**src/rtl/spi_flash_reader_if.sv**
```systemverilog
// Request/response bundle between the control FSM and the SPI flash reader.
interface spi_flash_reader_if;
    logic        start;
    logic [23:0] addr;
    logic [7:0]  len;
    logic        busy;
    logic [7:0]  data_out;
    logic        data_valid;
    logic        done;

    modport master (
        output start, addr, len,
        input  busy, data_out, data_valid, done
    );

    modport slave (
        input  start, addr, len,
        output busy, data_out, data_valid, done
    );
endinterface

```
**src/rtl/spi_flash_reader.sv**
```systemverilog
// SPI mode-0 read engine: issues READ (0x03) + 24-bit address, then streams
// len bytes back one at a time with a data_valid strobe.
module spi_flash_reader #(
    parameter int unsigned CLK_DIV = 2
) (
    input  logic                 clk,
    input  logic                 rst_n,
    spi_flash_reader_if.slave    host,
    output logic                 spi_csb,
    output logic                 spi_sclk,
    output logic                 spi_mosi,
    input  logic                 spi_miso
);

    typedef enum logic [2:0] {
        IDLE,
        CMD,
        ADDR,
        DATA,
        DESEL
    } state_t;

    localparam logic [7:0] CMD_READ = 8'h03;
    localparam logic [8:0] DIV_TC   = 9'(CLK_DIV - 1);
    localparam logic [8:0] HOLD_TC  = 9'(2 * CLK_DIV - 1);

    state_t      state, state_nx;
    logic [8:0]  div_cnt;
    logic [5:0]  bit_cnt;
    logic [7:0]  byte_cnt;
    logic [30:0] tx_sr;
    logic [6:0]  rx_sr;
    logic        busy_q;
    logic [7:0]  data_q;
    logic        valid_q;
    logic        done_q;

    logic active, tick, rise, fall, accept, hold_end;

    assign active   = (state == CMD) || (state == ADDR) || (state == DATA);
    assign tick     = active && (div_cnt == DIV_TC);
    assign rise     = tick && !spi_sclk;
    assign fall     = tick && spi_sclk;
    assign accept   = (state == IDLE) && host.start && (host.len != '0);
    assign hold_end = (state == DESEL) && (div_cnt == HOLD_TC);

    assign host.busy       = busy_q;
    assign host.data_out   = data_q;
    assign host.data_valid = valid_q;
    assign host.done       = done_q;

    // State register
    always_ff @(posedge clk or negedge rst_n) begin
        if (!rst_n) state <= IDLE;
        else        state <= state_nx;
    end

    // Next-state decode; phases advance only on falling SCLK edges
    always_comb begin
        state_nx = state;
        case (state)
            IDLE:    if (accept)                       state_nx = CMD;
            CMD:     if (fall && bit_cnt == 6'd7)      state_nx = ADDR;
            ADDR:    if (fall && bit_cnt == 6'd31)     state_nx = DATA;
            DATA:    if (fall && byte_cnt == '0)       state_nx = DESEL;
            DESEL:   if (hold_end)                     state_nx = IDLE;
            default:                                   state_nx = IDLE;
        endcase
    end

    // Divider, SCLK, shift registers, counters and host strobes.
    // The command MSB goes straight to spi_mosi at accept, so tx_sr only
    // holds the remaining 31 bits; zeros shift in behind the address and
    // keep spi_mosi low for the whole data phase.
    always_ff @(posedge clk or negedge rst_n) begin
        if (!rst_n) begin
            spi_csb  <= 1'b1;
            spi_sclk <= 1'b0;
            spi_mosi <= 1'b0;
            div_cnt  <= '0;
            bit_cnt  <= '0;
            byte_cnt <= '0;
            tx_sr    <= '0;
            rx_sr    <= '0;
            busy_q   <= 1'b0;
            data_q   <= '0;
            valid_q  <= 1'b0;
            done_q   <= 1'b0;
        end else begin
            valid_q <= 1'b0;
            done_q  <= 1'b0;
            if (accept) begin
                busy_q   <= 1'b1;
                spi_csb  <= 1'b0;
                spi_sclk <= 1'b0;
                spi_mosi <= CMD_READ[7];
                tx_sr    <= {CMD_READ[6:0], host.addr};
                byte_cnt <= host.len;
                bit_cnt  <= '0;
                div_cnt  <= '0;
            end else if (active) begin
                div_cnt <= tick ? '0 : div_cnt + 9'd1;
                if (tick) spi_sclk <= ~spi_sclk;
                if (rise && state == DATA) begin
                    rx_sr <= {rx_sr[5:0], spi_miso};
                    if (bit_cnt[2:0] == 3'd7) begin
                        data_q   <= {rx_sr, spi_miso};
                        valid_q  <= 1'b1;
                        byte_cnt <= byte_cnt - 8'd1;
                        bit_cnt  <= '0;
                    end else begin
                        bit_cnt <= bit_cnt + 6'd1;
                    end
                end
                if (fall) begin
                    if (state == DATA) begin
                        spi_mosi <= 1'b0;
                        if (byte_cnt == '0) spi_csb <= 1'b1;
                    end else begin
                        spi_mosi <= tx_sr[30];
                        tx_sr    <= {tx_sr[29:0], 1'b0};
                        bit_cnt  <= (bit_cnt == 6'd31) ? '0 : bit_cnt + 6'd1;
                    end
                end
            end else if (state == DESEL) begin
                if (hold_end) begin
                    done_q <= 1'b1;
                    busy_q <= 1'b0;
                end else begin
                    div_cnt <= div_cnt + 9'd1;
                end
            end
        end
    end

endmodule

```
**src/flat_wrapper.sv**
```systemverilog
// flat-port wrapper written by rule: the top's interface ports become plain ports
module spi_flash_reader_flat 
#(
    parameter int unsigned CLK_DIV = 2
)
  (clk, rst_n, spi_csb, spi_sclk, spi_mosi, spi_miso, host_start, host_addr, host_len, host_busy, host_data_out, host_data_valid, host_done);
  spi_flash_reader_if host_i ();
  input  logic clk;
  input  logic rst_n;
  output logic spi_csb;
  output logic spi_sclk;
  output logic spi_mosi;
  input  logic spi_miso;
  input wire logic [$bits(host_i.start)-1:0] host_start;
  input wire logic [$bits(host_i.addr)-1:0] host_addr;
  input wire logic [$bits(host_i.len)-1:0] host_len;
  output wire logic [$bits(host_i.busy)-1:0] host_busy;
  output wire logic [$bits(host_i.data_out)-1:0] host_data_out;
  output wire logic [$bits(host_i.data_valid)-1:0] host_data_valid;
  output wire logic [$bits(host_i.done)-1:0] host_done;
  assign host_i.start = host_start;
  assign host_i.addr = host_addr;
  assign host_i.len = host_len;
  assign host_busy = host_i.busy;
  assign host_data_out = host_i.data_out;
  assign host_data_valid = host_i.data_valid;
  assign host_done = host_i.done;
  spi_flash_reader #(.CLK_DIV(CLK_DIV)) u_core (.clk(clk), .rst_n(rst_n), .host(host_i), .spi_csb(spi_csb), .spi_sclk(spi_sclk), .spi_mosi(spi_mosi), .spi_miso(spi_miso));
endmodule
```
**config.mk**
```make
export PLATFORM = sky130hd
export DESIGN_NAME = spi_flash_reader_flat
export DESIGN_NICKNAME = d
export VERILOG_FILES = /design/src/rtl/spi_flash_reader_if.sv /design/src/rtl/spi_flash_reader.sv /design/src/flat_wrapper.sv
export SDC_FILE = /design/constraint.sdc
export NUM_CORES = 1
export LEC_CHECK = 0
export CORE_ASPECT_RATIO = 0.8
export CORE_MARGIN = 2
export CORE_UTILIZATION = 45
export CTS_BUF_LIST = sky130_fd_sc_hd__clkbuf_8
export DETAILED_ROUTE_END_ITERATION = 6
export PLACE_DENSITY = 0.67
export SLEW_MARGIN = 20
export SYNTH_ARGS = -nofsm -noshare
export SYNTH_HDL_FRONTEND = slang
export SYNTH_SLANG_ARGS = --single-unit
```
**constraint.sdc**
```tcl
create_clock -name clk -period 2.6 [get_ports clk]
set_clock_uncertainty 0.1 [all_clocks]
set_input_delay 0.26 -clock clk [delete_from_list [all_inputs] [get_ports clk]]
set_output_delay 0.26 -clock clk [all_outputs]
set_load 0.05 [all_outputs]
```
==> results.py, run 1 <==
metrics = {
    "run_status": {
        "outcome": "completed",
    },
    "cts": {
        "cts.sinks": 78,
        "numCtsBuffers": 9,
        "cts_tree": "yes",
        "clockBufferDepth": 2,
        "insertion_delay_ns": 0.34,
        "path_clk_slew_ns": 0.08,
        "htreeDepth": 3,
        "cts_root_buf": "clkbuf_8",
    },
    "synth": {
        "synth_ff_type": "dfrtp_1",
        "synthTopCellsByCount": "96 x nand2_1, 77 x dfrtp_1, 38 x nor2_1",
        "syn-cell-area_um2": 3820,
        "synth_nets": 448,
        "synthArstFlopShare": 1.00,
        "yosysMostFrequentCell": "nand2_1",
        "ys_seq_area_frac": 0.512,
        "avgSynthCellArea_um2": 9.40,
        "yosys_warnings": 0,
        "synth_top_area_cell": "dfrtp_1",
        "synth_top_area_frac": 0.505,
        "syn_inst": 406,
        "ys_types": 56,
        "ys_ff_latch": 78,
        "synth_edf_count": 0,
        "yosys-top-cells-area": "dfrtp_1 50%, nand2_1 9.4%, a31oi_1 4.3%",
    },
    "flow_run": {
        "maxCapViolCount": 0,
    },
    "pwr": {
        "p_leak_nw": 2.10,
        "p_int_mw": 2.80,
        "power_density_nw_per_um2": 896,
        "seqPwrFrac": 0.440,
        "clkPwrFrac": 0.227,
        "peakVddDrop_uv": 404,
        "combinationalPowerShare": 0.333,
        "switchingPower_mw": 1.49,
        "p_sw_frac": 0.347,
    },
    "worst_setup_path": {
        "path_cells": "inv_1 -> ha_1 -> nor4b_4 -> nand3_2 -> buf_4 -> o21ai_1 -> o21ai_0 -> a221o_1",
        "reg2reg_from": "u_core.div_cnt[1]$_DFFE_PN0P_",
        "slowest_stage": "dfrtp_1",
        "crit_required_ns": 2.72,
        "setup.worst_path.start": "u_core.div_cnt[1]$_DFFE_PN0P_",
        "worst-path-max-fanout": 13,
        "cp-endpoint": "u_core.byte_cnt[7]$_DFFE_PN0P_",
        "crit_arrival_ns": 2.43,
        "slowest_delay_ns": 0.41,
        "r2r_cells": 8,
        "crit_type": "reg -> reg",
        "rrSetupSlack_ns": 0.29,
        "start_kind": "flop",
        "path_depth": 8,
        "reg2reg_to": "u_core.byte_cnt[7]$_DFFE_PN0P_",
        "path_delay_family": "compound AO/OA/AOI/OAI gates",
        "crit_buf_inv": 2,
        "worstSetupEndpointType": "flop",
    },
    "timing": {
        "setup_tns_ns": 0,
        "layout_setup_ws_ns": 0.293,
        "drv_slew": 0,
        "period_needed_ns": 2.31,
        "setup_viol": 0,
        "timing.fmax_mhz": 433,
        "rsz0062_at_grt": "no",
        "finalCritPeriodShare": 0.887,
        "max-slew-margin-rel": 0.638,
        "finalHoldViolCount": 0,
        "tightest_slew_ns": 0.535,
    },
    "floorplanning": {
        "io_pins": 50,
        "core_um2": 8370,
        "dieArea_um2": 9240,
        "initial_utilization": 0.456,
        "die_y_um": 86.4,
        "die_w_um": 107,
        "rows": 30,
    },
    "cells_and_area": {
        "fillers": 752,
        "post-route-util": 0.572,
        "regArea_um2": 1950,
        "antenna_cells": 0,
        "multi_input_area_um2": 1770,
        "finalNetCount": 505,
        "syn_to_final_growth_pct": 25.5,
        "drive_gt1_frac": 0.118,
    },
    "grt": {
        "grt_max_degree": 79,
        "grtUsageTotal": 0.194,
        "antenna_found_initial": 0,
        "grt_overflow": 0,
        "grt_pass1_vias": 3006,
        "grt_pass1_wl_um": 14300,
    },
    "detailed_routing": {
        "vias": 3109,
        "routed_via_density": 5.37,
        "post_drt_wl_per_cell_um": 14.4,
        "drc": 0,
        "drtAntennaViolNets": 0,
        "drtPass1Iterations": 4,
        "wl_um": 8330,
        "drt_iter0_drc": 159,
    },
    "placed_design": {
        "pre_cts_slack_ns": 0.115,
        "gp_congestion": 0.783,
        "port_buffers": 49,
        "dp_hpwl_um": 5950,
    },
    "worst_hold_path": {
        "hold_path.class": "in -> async",
    },
}
state kept, by name, indices dropped and copies added (netlist names):
signal	flops
u_core.tx_sr	31
u_core.div_cnt	9
u_core.byte_cnt	8
u_core.host.data_out	8
u_core.rx_sr	7
u_core.bit_cnt	6
u_core.state	3
u_core.host.busy	1
u_core.host.data_valid	1
u_core.host.done	1
u_core.spi_csb	1
u_core.spi_mosi	1
u_core.spi_sclk	1
timing repair:
item                       in CTS  in global routing
hold buffers                    0                  1
setup endpoints to repair       0                  1
resized for setup               0                  3
setup buffers                   0                  0
hold endpoints to repair        0                 28
metrics by stage:
stage,power [mW],cell area [um^2],hold slack (ns),std cells
2_1_floorplan,2.86,3820,-0.136,406
3_3_place_gp,3.27,4530,0.355,562
3_5_place_dp,3.33,4530,0.361,562
4_1_cts,4.32,4740,0.00943,577
5_1_grt,4.61,4790,0.305,579
6_report,4.29,4790,0.281,579
cells by family after synthesis:
logic type | share of synthesized area
and+or+nand+nor | 0.230
AOI/OAI and AO/OA | 0.152
DFF | 0.512
buffers and inverters | 0.0331
muxes | 0.0423
adders and majority gates | 0.0197
xor gates and xnor gates | 0.0115
layout make-up:
type                            instances  area share
Multi-Input combinational cell        299       0.369
Timing Repair Buffer                   69       0.146
Tap cell                              112      0.0292
Sequential cell                        78       0.408
Clock buffer                            9      0.0258
Clock inverter                          6      0.0183
Inverter                                6     0.00470
worst register-to-register path, stage by stage (launching register included):
cell,delay [ns]
dfrtp_1,0.41
inv_1,0.07
ha_1,0.15
nor4b_4,0.31
nand3_2,0.14
buf_4,0.22
o21ai_1,0.33
o21ai_0,0.15
a221o_1,0.32
metal layers:
metal | vias to the layer above | global-route usage | share of wire
met2 | 73 | 0.292 | 0.45
met3 | 7 | 0.0504 | 0.051
met4 | 0 | 0.0555 | 0.0084
met1 | 1488 | 0.279 | 0.49
li1 | 1541 | - | -
met5 | - | 0 | 0
how the worst min path moves through the flow:
stage                                  startpoint                                   to  cells past startpoint  slack, ns
floorplan                                   rst_n        u_core.bit_cnt[0]$_DFFE_PN0P_                      0      -0.14
global placement      u_core.rx_sr[6]$_DFFE_PN0P_  u_core.host.data_out[7]$_DFFE_PN0P_                      2       0.36
detailed placement  u_core.bit_cnt[5]$_DFFE_PN0P_        u_core.bit_cnt[5]$_DFFE_PN0P_                      1       0.36
CTS                                         rst_n        u_core.div_cnt[2]$_DFFE_PN0P_                      1      0.009
global route                                rst_n         u_core.tx_sr[30]$_DFFE_PN0P_                      2       0.31
finish                                      rst_n        u_core.div_cnt[7]$_DFFE_PN0P_                      2       0.28
power by group through the flow:
| stage | Sequential [mW] | Clock, mW | Combinational [mW] |
|---|---|---|---|
| CTS | 1.88 | 1.00 | 1.43 |
| detailed placement | 1.90 | 0 | 1.43 |
| global route | 1.95 | 1.06 | 1.61 |
| floorplan | 1.88 | 0 | 0.975 |
| global placement | 1.89 | 0 | 1.38 |
| finish | 1.89 | 0.977 | 1.43 |
cell usage in the layout, fill, tap and decap left out, types with 4 or more instances in the layout:
master,synthesis,routed
o21ai_0,11,11
xnor2_1,4,4
clkbuf_8,0,9
a22o_1,7,7
a31oi_1,26,26
nor2_1,38,38
nand3_1,10,10
dfrtp_1,77,77
mux2i_1,6,6
nor3_1,5,5
mux2_2,8,8
nand2_1,96,96
nor4_1,4,4
clkdlybuf4s50_1,0,48
ha_1,6,6
o21ai_1,5,5
or4_1,5,5
a21oi_1,7,6
buf_4,0,16
inv_1,6,7
a211oi_1,4,4
nand2b_1,7,7
Power figures use the tool's default switching activity.
==> inputs of run 2 (changes only) <==
SLEW_MARGIN = 40   (was 20)
clock period = 2.2 ns   (was 2.6 ns; I/O delays follow)
==> run 2 against run 1 <==
Critical endpoint is now u_core.tx_sr[25]$_DFFE_PN0P_. Highest routed layer unchanged. Die area is the same. Wire length grew 8.1%. Count of clock-buffer cells in the layout up 1.
==> results.py, run 2 (synthesis results as in run 1) <==
metrics = {
    "run_status": {
        "outcome": "completed",
    },
    "timing": {
        "max-slew-margin-rel": 0.579,
        "finalCritPeriodShare": 0.995,
        "setup_viol": 0,
        "drv_slew": 0,
        "rsz0062_at_grt": "yes",
        "layout_setup_ws_ns": 0.0107,
        "tightest_slew_ns": 0.632,
        "finalHoldViolCount": 0,
        "timing.fmax_mhz": 457,
        "period_needed_ns": 2.19,
        "whs_ns": 0.325,
    },
    "worst_setup_path": {
        "path_delay_family": "buffers and inverters",
        "r2r_cells": 6,
        "crit_required_ns": 2.34,
        "reg2reg_to": "u_core.bit_cnt[5]$_DFFE_PN0P_",
        "worstSetupEndpointType": "flop",
        "path_depth": 9,
        "slowest_stage": "or4_1",
        "slowest_delay_ns": 0.62,
        "crit_buf_inv": 5,
        "crit_top_cell": "buf_4",
        "worst-path-max-fanout": 6,
        "reg2reg_from": "u_core.state[1]$_DFFE_PN0P_",
        "crit_type": "in -> reg",
        "rrSetupSlack_ns": 0.08,
        "crit_arrival_ns": 2.32,
        "start_kind": "primary input",
        "path_cells": "clkdlybuf4s50_1 -> or4_1 -> o211ai_2 -> buf_4 -> a21oi_4 -> buf_12 -> buf_4 -> buf_4 -> o22a_1",
    },
    "cells_and_area": {
        "antenna_cells": 0,
        "largest_register": "u_core.tx_sr",
        "layout_commonest_cell": "nand2_1",
        "post-route-util": 0.616,
        "multi_input_area_um2": 1800,
        "regArea_um2": 1950,
        "fillers": 723,
        "drive_gt1_frac": 0.194,
        "final_cell_mix": "96 x nand2_1, 76 x dfrtp_1, 48 x clkdlybuf4s50_1",
        "syn_to_final_growth_pct": 35.2,
        "finalNetCount": 541,
        "largest_registers": "u_core.tx_sr (31), u_core.div_cnt (9)",
        "largest_reg_flops": 31,
        "final_area_um2": 5160,
        "finalNonFillerCells": 616,
    },
    "floorplanning": {
        "die_y_um": 86.4,
        "initial_utilization": 0.456,
        "core_um2": 8370,
        "io_pins": 50,
        "die_w_um": 107,
        "rows": 30,
        "dieArea_um2": 9240,
    },
    "detailed_routing": {
        "wl_um": 9010,
        "drtPass1Iterations": 4,
        "routed_via_density": 5.38,
        "drtAntennaViolNets": 0,
        "drt_iter0_drc": 178,
        "post_drt_wl_per_cell_um": 14.6,
        "drc": 0,
        "vias": 3313,
    },
    "pwr": {
        "p_leak_nw": 2.30,
        "power_density_nw_per_um2": 1070,
        "p_int_mw": 3.64,
        "seqPwrFrac": 0.400,
        "switchingPower_mw": 1.89,
        "peakVddDrop_uv": 523,
        "p_sw_frac": 0.341,
        "clkPwrFrac": 0.216,
        "combinationalPowerShare": 0.384,
    },
    "grt": {
        "grt_overflow": 0,
        "grt_pass1_wl_um": 14400,
        "grt_max_degree": 50,
        "grtUsageTotal": 0.198,
        "grt_pass1_vias": 3037,
        "antenna_found_initial": 0,
    },
    "cts": {
        "cts_root_buf": "clkbuf_8",
        "numCtsBuffers": 9,
        "clockBufferDepth": 2,
        "cts_tree": "yes",
        "path_clk_slew_ns": 0.08,
        "cts.sinks": 78,
        "insertion_delay_ns": 0.35,
        "htreeDepth": 3,
    },
    "placed_design": {
        "dpl.cell_count": 593,
        "gp_congestion": 0.927,
        "post_dp_cell_area_um2": 4760,
        "pre_cts_slack_ns": -0.160,
        "dp_hpwl_um": 6190,
        "port_buffers": 49,
    },
    "worst_hold_path": {
        "worstHoldStart": "host_addr[10]",
        "hold_path_depth": 3,
        "hold_end": "u_core.tx_sr[10]$_DFFE_PN0P_",
        "hold_path.class": "in -> reg",
    },
    "flow_run": {
        "maxCapViolCount": 0,
    },
}
-- run 2: final cells by class --
| class | count | area share |
|---|---|---|
| tap | 112 | 0.0272 |
| clock buffer | 10 | 0.0267 |
| timing repair buffer | 105 | 0.198 |
| clock inverter | 6 | 0.0170 |
| sequential | 78 | 0.379 |
| multi-input combinational | 299 | 0.348 |
| inverter | 6 | 0.00436 |
-- run 2: routing by layer --
| layer | share of wire | routed length, um | up-vias | global-route usage |
|---|---|---|---|---|
| li1 | - | - | 1621 | - |
| met1 | 0.51 | 4550 | 1606 | 0.295 |
| met2 | 0.44 | 3970 | 80 | 0.289 |
| met3 | 0.044 | 399 | 6 | 0.0474 |
| met4 | 0.0099 | 89 | 0 | 0.0602 |
| met5 | 0 | 0 | - | 0 |
-- run 2: worst max-delay path by stage --
stage	startpoint	endpoint	slack, ns
finish	host_len[1]	u_core.tx_sr[25]$_DFFE_PN0P_	0.01
global route	u_core.div_cnt[1]$_DFFE_PN0P_	u_core.tx_sr[18]$_DFFE_PN0P_	-0.03
CTS	u_core.div_cnt[1]$_DFFE_PN0P_	u_core.bit_cnt[5]$_DFFE_PN0P_	0.01
detailed placement	host_len[1]	u_core.div_cnt[4]$_DFFE_PN0P_	-0.16
global placement	host_len[1]	u_core.div_cnt[4]$_DFFE_PN0P_	-0.11
floorplan	u_core.spi_sclk$_DFFE_PN0P_	u_core.byte_cnt[2]$_DFFE_PN0P_	0.007
-- run 2: what timing repair did --
item | 4_1_cts | 5_1_grt
endpoints found under the setup margin | 0 | 44
resized for setup | 0 | 13
hold endpoints to repair | 47 | 0
setup buffers | 0 | 2
hold buffers | 1 | 0
-- run 2: power groups by stage --
stage                     Combinational [mW]  Sequential (mW)  Clock, mW
final                                   2.12             2.21       1.19
after global routing                    2.35             2.28       1.29
after CTS                               1.92             2.20       1.22
after detailed placement                1.91             2.22          0
after global placement                  1.86             2.20          0
after floorplan                         1.15             2.23          0
-- run 2: per-stage QoR --
step	setup TNS [ns]	total power [mW]
floorplan	0	3.38
global placement	-2.11	4.06
detailed placement	-3.41	4.13
CTS	0	5.34
global route	-0.225	5.91
finish	0	5.52
-- run 2: worst register-to-register path: cells and delay by family (launching register included) --
family	cells	cell delay, ns
AO/OA/AOI/OAI	2	0.39
multiplexers	1	0.09
AND/OR/NAND/NOR	2	0.81
buffers and inverters	1	0.17
flip-flops	1	0.45
==> inputs of run 3 (changes only) <==
RECOVER_POWER = 25   (was unset)
SKIP_CTS_REPAIR_TIMING = 1   (was unset)
==> run 3 against run 2 <==
Combinational power about the same. Fmax about the same. Register-to-register slack about the same. Largest cell class unchanged. Count of clock-buffer cells in the layout unchanged. Sequential share of layout area about the same. First-iteration DRC count increased by 2.8%. Critical path depth unchanged. Die area unchanged. Non-clock buffer count unchanged. Critical path type unchanged. Highest routed layer unchanged. Setup slack about the same.
==> results.py, run 3 (synthesis results as in run 1) <==
metrics = {
    "run_status": {
        "outcome": "completed",
    },
    "cells_and_area": {
        "final_cell_mix": "96 x nand2_1, 76 x dfrtp_1, 48 x clkdlybuf4s50_1",
        "largest_register": "u_core.tx_sr",
        "syn_to_final_growth_pct": 35.1,
        "largest_registers": "u_core.tx_sr (31), u_core.div_cnt (9)",
        "final_area_um2": 5160,
        "layout_commonest_cell": "nand2_1",
        "largest_reg_flops": 31,
        "drive_gt1_frac": 0.194,
        "antenna_cells": 0,
        "fillers": 724,
        "finalNetCount": 541,
    },
    "cts": {
        "cts_tree": "yes",
        "cts.sinks": 78,
        "htreeDepth": 3,
        "cts_root_buf": "clkbuf_8",
        "numCtsBuffers": 9,
        "path_clk_slew_ns": 0.08,
        "insertion_delay_ns": 0.35,
        "clockBufferDepth": 2,
    },
    "worst_setup_path": {
        "crit_arrival_ns": 2.33,
        "crit_type": "in -> reg",
        "r2r_cells": 6,
        "start_kind": "primary input",
        "worstSetupEndpointType": "flop",
        "worst-path-max-fanout": 6,
        "crit_required_ns": 2.34,
    },
    "floorplanning": {
        "core_um2": 8370,
        "die_y_um": 86.4,
        "die_w_um": 107,
        "rows": 30,
        "initial_utilization": 0.456,
        "dieArea_um2": 9240,
        "io_pins": 50,
    },
    "timing": {
        "setup_viol": 0,
        "finalHoldViolCount": 0,
        "setup_tns_ns": 0,
        "max-slew-margin-rel": 0.182,
        "rsz0062_at_grt": "yes",
        "period_needed_ns": 2.19,
        "timing.fmax_mhz": 457,
        "layout_setup_ws_ns": 0.0104,
        "tightest_slew_ns": 1.23,
        "drv_slew": 0,
        "finalCritPeriodShare": 0.995,
    },
    "grt": {
        "antenna_found_initial": 0,
        "grt_pass1_wl_um": 14400,
        "grtUsageTotal": 0.198,
        "grt_max_degree": 50,
        "grt_overflow": 0,
        "grt_pass1_vias": 3037,
    },
    "detailed_routing": {
        "post_drt_wl_per_cell_um": 14.6,
        "drt_iter0_drc": 183,
        "vias": 3309,
        "wl_um": 9000,
        "drtPass1Iterations": 5,
        "routed_via_density": 5.37,
        "drc": 0,
        "drtAntennaViolNets": 0,
    },
    "pwr": {
        "peakVddDrop_uv": 523,
        "power_density_nw_per_um2": 1070,
        "power_mw": 5.52,
        "p_leak_nw": 2.30,
    },
    "placed_design": {
        "gp_congestion": 0.927,
        "post_dp_cell_area_um2": 4760,
        "dp_hpwl_um": 6190,
        "pre_cts_slack_ns": -0.160,
        "port_buffers": 49,
    },
    "flow_run": {
        "maxCapViolCount": 0,
    },
    "worst_hold_path": {
        "hold_path_depth": 3,
        "hold_path.class": "in -> reg",
    },
}
[run 3: where the power goes]
part | total [mW] | switching (mW) | internal (mW)
combinational | 2.12 | 1.04 | 1.08
sequential | 2.21 | 0.322 | 1.89
clock | 1.20 | 0.529 | 0.668
[run 3: stage by stage]
step	utilization	hold slack (ns)	instances
5_1_grt	0.616	0.312	616
4_1_cts	0.596	-0.188	609
3_3_place_gp	0.569	0.183	593
2_1_floorplan	-	-0.176	406
6_report	0.616	0.323	616
3_5_place_dp	0.569	0.188	593
[run 3: critical path: stages]
cell and delay, ns:
clkdlybuf4s50_1 0.41, or4_1 0.62, o211ai_2 0.24, buf_4 0.19, a21oi_4 0.07, buf_12 0.15, buf_4 0.13, buf_4 0.12
o22a_1 0.18
[run 3: path summary, 6_finish.rpt]
path | to | startpoint | slack (ns)
worst max-delay path | u_core.tx_sr[25]$_DFFE_PN0P_ | host_len[1] | 0.01
worst min-delay path | u_core.tx_sr[10]$_DFFE_PN0P_ | host_addr[10] | 0.32
worst max register to register | u_core.bit_cnt[5]$_DFFE_PN0P_ | u_core.state[1]$_DFFE_PN0P_ | 0.08
worst min register to register | u_core.bit_cnt[5]$_DFFE_PN0P_ | u_core.bit_cnt[5]$_DFFE_PN0P_ | 0.38
max in group asynchronous | u_core.spi_sclk$_DFFE_PN0P_ | rst_n | 0.61
min in group asynchronous | u_core.tx_sr[30]$_DFFE_PN0P_ | rst_n | 0.57
[run 3: layer usage]
metal  global-route usage  part of all wire
met2                0.289              0.44
met3               0.0474             0.046
met1                0.295              0.50
met5                    0                 0
met4               0.0602             0.011
[run 3: area by class of cell]
| cell class | count | area (um^2) | area share |
|---|---|---|---|
| clock buffer | 10 | 138 | 0.0267 |
| clock inverter | 6 | 87.6 | 0.0170 |
| inverter | 6 | 22.5 | 0.00437 |
| tap | 112 | 140 | 0.0272 |
| multi-input combinational | 299 | 1800 | 0.348 |
| timing repair buffer | 105 | 1020 | 0.197 |
| sequential | 78 | 1950 | 0.379 |
